**src/rtl/vga_color_sequencer.sv**
```systemverilog
// Frame-synchronous colour-select controller: synchronizes and debounces board switches,
// applies them only at the start of vertical blanking, and optionally auto-cycles colours.
module vga_color_sequencer #(
    parameter int DB_CYCLES       = 500000,
    parameter int DB_W            = 20,
    parameter int FRAMES_PER_STEP = 30,
    parameter int V_BLANK_START   = 480
) (
    input  logic       CLK,
    input  logic       RESET,
    input  logic       pix_tick,
    input  logic [9:0] pix_x,
    input  logic [9:0] pix_y,
    input  logic [2:0] sw_rgb,
    input  logic       sw_auto,
    output logic [2:0] ctrl_rgb,
    output logic       frame_tick,
    output logic       mode_auto
);

    localparam int FC_W = (FRAMES_PER_STEP > 1) ? $clog2(FRAMES_PER_STEP) : 1;
    localparam logic [DB_W-1:0] DB_LAST = DB_W'(DB_CYCLES - 1);
    localparam logic [FC_W-1:0] FC_LAST = FC_W'(FRAMES_PER_STEP - 1);
    localparam logic [9:0]      VB_ROW  = 10'(V_BLANK_START);

    localparam logic [0:0] ST_MANUAL = 1'b0;
    localparam logic [0:0] ST_AUTO   = 1'b1;

    logic [3:0]      s1_q, s2_q, s2d_q;
    logic [3:0]      stable_q, stable_d;
    logic [DB_W-1:0] cnt_q, cnt_d;
    logic [0:0]      state_q, state_d;
    logic [FC_W-1:0] fcnt_q, fcnt_d;
    logic [2:0]      rgb_q, rgb_d;
    logic            ftick_q;
    logic            fb_s;
    logic            db_clear_s;

    // Auto-mode colour step; wraps 7 back to 1 so black is never produced.
    function automatic logic [2:0] next_color(input logic [2:0] c);
        next_color = (c == 3'b111) ? 3'b001 : (c + 3'b001);
    endfunction

    assign fb_s       = pix_tick && (pix_x == 10'd0) && (pix_y == VB_ROW);
    assign db_clear_s = (s2_q == stable_q) || (s2_q != s2d_q);

    // Debounce: accept s2 only after it has held a new value for DB_CYCLES cycles.
    always_comb begin
        cnt_d    = cnt_q;
        stable_d = stable_q;
        if (db_clear_s) begin
            cnt_d = '0;
        end else if (cnt_q == DB_LAST) begin
            stable_d = s2_q;
            cnt_d    = '0;
        end else begin
            cnt_d = cnt_q + DB_W'(1);
        end
    end

    // Mode/colour state machine, advanced only on frame-boundary cycles.
    always_comb begin
        state_d = state_q;
        fcnt_d  = fcnt_q;
        rgb_d   = rgb_q;
        if (fb_s) begin
            case (state_q)
                ST_MANUAL: begin
                    if (stable_q[3]) begin
                        state_d = ST_AUTO;
                        rgb_d   = (rgb_q != 3'b000) ? rgb_q : 3'b001;
                        fcnt_d  = '0;
                    end else begin
                        rgb_d = stable_q[2:0];
                    end
                end
                ST_AUTO: begin
                    if (!stable_q[3]) begin
                        state_d = ST_MANUAL;
                        rgb_d   = stable_q[2:0];
                        fcnt_d  = '0;
                    end else if (fcnt_q == FC_LAST) begin
                        fcnt_d = '0;
                        rgb_d  = next_color(rgb_q);
                    end else begin
                        fcnt_d = fcnt_q + FC_W'(1);
                    end
                end
                default: begin
                    state_d = ST_MANUAL;
                    fcnt_d  = '0;
                    rgb_d   = 3'b000;
                end
            endcase
        end else begin
            state_d = state_q;
        end
    end

    // All state registers with synchronous active-high reset.
    always_ff @(posedge CLK) begin
        if (RESET) begin
            s1_q     <= 4'b0000;
            s2_q     <= 4'b0000;
            s2d_q    <= 4'b0000;
            stable_q <= 4'b0000;
            cnt_q    <= '0;
            state_q  <= ST_MANUAL;
            fcnt_q   <= '0;
            rgb_q    <= 3'b000;
            ftick_q  <= 1'b0;
        end else begin
            s1_q     <= {sw_auto, sw_rgb};
            s2_q     <= s1_q;
            s2d_q    <= s2_q;
            stable_q <= stable_d;
            cnt_q    <= cnt_d;
            state_q  <= state_d;
            fcnt_q   <= fcnt_d;
            rgb_q    <= rgb_d;
            ftick_q  <= fb_s;
        end
    end

    assign ctrl_rgb   = rgb_q;
    assign frame_tick = ftick_q;
    assign mode_auto  = (state_q == ST_AUTO);

endmodule

```
**config.mk**
```make
export PLATFORM = sky130hd
export DESIGN_NAME = vga_color_sequencer
export DESIGN_NICKNAME = d
export VERILOG_FILES = /design/src/rtl/vga_color_sequencer.sv
export SDC_FILE = /design/constraint.sdc
export NUM_CORES = 1
export LEC_CHECK = 0
export ABC_AREA = 0
export BUFFER_PORTS_ARGS = -buffer_cell sky130_fd_sc_hd__buf_2
export CAP_MARGIN = 20
export CORE_ASPECT_RATIO = 1.5
export CORE_UTILIZATION = 50
export DETAILED_ROUTE_END_ITERATION = 10
export HOLD_SLACK_MARGIN = 0.06
export MAX_ROUTING_LAYER = met4
export PLACE_DENSITY_LB_ADDON = 0.12
export SLEW_MARGIN = 20
export SYNTH_ARGS = -nofsm -noshare
export SYNTH_HDL_FRONTEND = slang
export SYNTH_SLANG_ARGS = --single-unit
```
**constraint.sdc**
```tcl
create_clock -name CLK -period 4.9 [get_ports CLK]
set_input_delay 0.98 -clock CLK [delete_from_list [all_inputs] [get_ports CLK]]
set_output_delay 0.98 -clock CLK [all_outputs]
set_load 0.1 [all_outputs]
```
==> summary.md <==
| Metric | Value |
|---|---|
| Number of max-cap violations | `0` |
| Vias in the first global route | `1,805` |
| Mapped Nets | `268` |
| Worst setup SP type | `primary input` |
| Ports | `32` |
| Cells on Worst Hold Path | `1` |
| Register area share after synthesis | `41.68%` |
| Worst-Skew Late Latency | `0.30 ns` |
| Design area | `between 2000 and 2500 um2` |
| Synth-to-Final Area Change | `12.17%` |
| RSZ-0062 raised after global routing | `false` |
| Final core utilization | `approximately three fifths` |
| Crit Path Max Fanout | `6` |
| Final Max Tran Viols | `0` |
| Cells after synthesis | `235` |
| IO Port Bufs | `31` |
| Ranking of synthesized cells by area | `dfxtp_1, xor2_1, nor2b_1` |
| Die X | `~56 um` |
| Worst slew margin | `38.59%` |
| Worst-Margin Slew | `0.9185 ns` |
| Setup TNS | `0 ns` |
| Core outline area | `4245 um2` |
| Starting DRT DRC Count | `61` |
| Clk slew on worst S/H paths | `roughly 0.090 ns` |
| GRT overflow | `0` |
| Nets@finish | `297` |
| Top_reg_cell synth | `dfxtp_1` |
| Critical Path RT | `5.15 ns` |
| Tot GR Track Use | `21.13%` |
| CTS buffer count | `5` |
| EDFF count, synth | `0` |
| Layout cells sized above 1 | `roughly 18%` |
| Die Y | `83.42 um` |
| Largest net degree at the start of global routing | `47` |
| Tot Pwr | `673.5 uW` |
| Via count | `1,895` |
| DR pass1 iterations | `4` |
| CTS Hold Bufs | `0` |
| CTS Buffer Depth | `2` |
| Setup WS post-layout | `2.480 ns` |
| Hold Violations, Final | `0` |
| Antenna diodes | `0` |
| Total Routed Length | `4383 um` |
| Top-count cell post-synth | `dfxtp_1` |
| HP Class | `reg2reg` |
| Synth area leader | `dfxtp_1` |
| Worst hold slack | `0.4358 ns` |
| Post-CTS Resized | `0` |
| Drc violations | `0` |
| PwrDens | `271.7 nW/um2` |
| Status | `finished, final reports clean` |
| DP Cell Count | `just over 300` |
| Netlist cell types | `46` |
| Global-route wire length before repair | `just under 8000 um` |
| Seq cells post-synth | `46` |
| CTS tree | `yes` |
| Leading cell types by count after synthesis | `dfxtp_1, nor3_1, nor2b_1` |
| Maximum vdd drop | `approximately 0.24 mV` |
| Min cycle time layout | `2.420 ns` |
| Crit path arrival time | `2.67 ns` |
| Synth warn | `0` |
| Post-route insts no fill | `311` |
| Wire per inst | `between 10 and 15 um` |
| Post-CTS setup buffers | `0` |
| FP Rows | `29` |
| Starting Density | `52.05%` |
| Worst Skew | `0.01040 ns` |
| DP HPWL | `3043 um` |
| Pre-CTS WS | `2.194 ns` |
| Vias/cell | `~6.1` |
| Area of the mapped netlist | `roughly 2200 um2` |
| Setup crit end kind | `flop` |
| Final setup vio count | `0` |
| Async set-or-reset flop fraction in the synthesized netlist | `0%` |
| CTS sink count | `46` |
| Final period utilization | `49.39%` |
| WS Path Type | `in2reg` |
| Share of the synthesized area in the top cell type | `41.68%` |
| Leakage | `~0.92 nW` |
| Initial antenna violation count | `0` |
| FMAX | `just over 400 MHz` |
| Area post-placement | `2374 um2` |
| Die Area | `4695 um2` |
| Avg Cell Area, Syn | `9.403 um2` |
| Routability cong. | `0.8782` |
| Root buffer cell | `clkbuf_8` |
| H-tree depth | `2` |
| Remaining antenna violation count | `0` |
| Reg2reg path depth | `4` |
[layout make-up]
class                      count  area (um2)
inverter                       8       30.03
timing repair buffer          31       155.1
multi-input combinational    172        1210
clock inverter                 1       8.758
fill                         385        1767
sequential                    46       920.9
clock buffer                   7       96.34
tap                           46       57.56
[path summary, 6_finish.rpt]
| path | from | to | slack (ns) |
|---|---|---|---|
| worst max-delay path | pix_x[1] | fcnt_q[2] | 2.48 |
| worst min-delay path | s1_q[0] | s2_q[0] | 0.44 |
| worst max register to register | cnt_q[11] | cnt_q[13] | 2.57 |
| worst min register to register | s1_q[0] | s2_q[0] | 0.44 |
[registers in the layout, summed over array words and instances (netlist names)]
| name | cells |
|---|---|
| s2_q | 4 |
| cnt_q | 20 |
| ctrl_rgb | 3 |
| mode_auto | 1 |
| s2d_q | 4 |
| frame_tick | 1 |
| s1_q | 4 |
| stable_q | 4 |
| fcnt_q | 5 |
[worst max-delay path, cell delays in order]
cell and delay (ns):
buf_2 0.09, nor4_1 0.49, nand3_1 0.33, nor4_1 0.53
a41o_1 0.24
[cell families after synthesis]
logic type	after synthesis	synth area share (%)
AO/OA/AOI/OAI	38	12.68
multiplexers	4	2.038
AND/OR/NAND/NOR	106	29.50
buffers and inverters	17	3.568
XOR/XNOR	18	7.135
flip-flops	46	41.68
adder cells (fa/ha/maj)	6	3.397
[placed cells by master, fill, tap and decap left out, drive strengths merged, types with 4 or more instances in the layout]
| master | count |
|---|---|
| nor3 | 18 |
| xnor2 | 6 |
| mux2 | 4 |
| ha | 6 |
| or4 | 5 |
| a211oi | 8 |
| and4 | 4 |
| nand3 | 12 |
| inv | 8 |
| xor2 | 12 |
| dfxtp | 46 |
| nor2b | 16 |
| or3 | 6 |
| clkbuf | 7 |
| nand2 | 6 |
| nand4 | 11 |
| and3 | 4 |
| nor4 | 6 |
| nor2 | 4 |
| o21ai | 8 |
| buf | 31 |
[per-layer routing]
layer,global-route usage (%),wire length [um]
met1,22.83,1849
met2,36.80,2307
met3,3.738,135
met4,9.978,91
met5,-,0
[power breakdown]
group,switching (mW),total [mW],internal [mW]
registers,0.00274,0.381,0.378
clock network,0.128,0.258,0.129
logic,0.0204,0.0352,0.0148
total,0.151,0.673,0.522
Note: power is estimated with default switching activity, not from simulation.
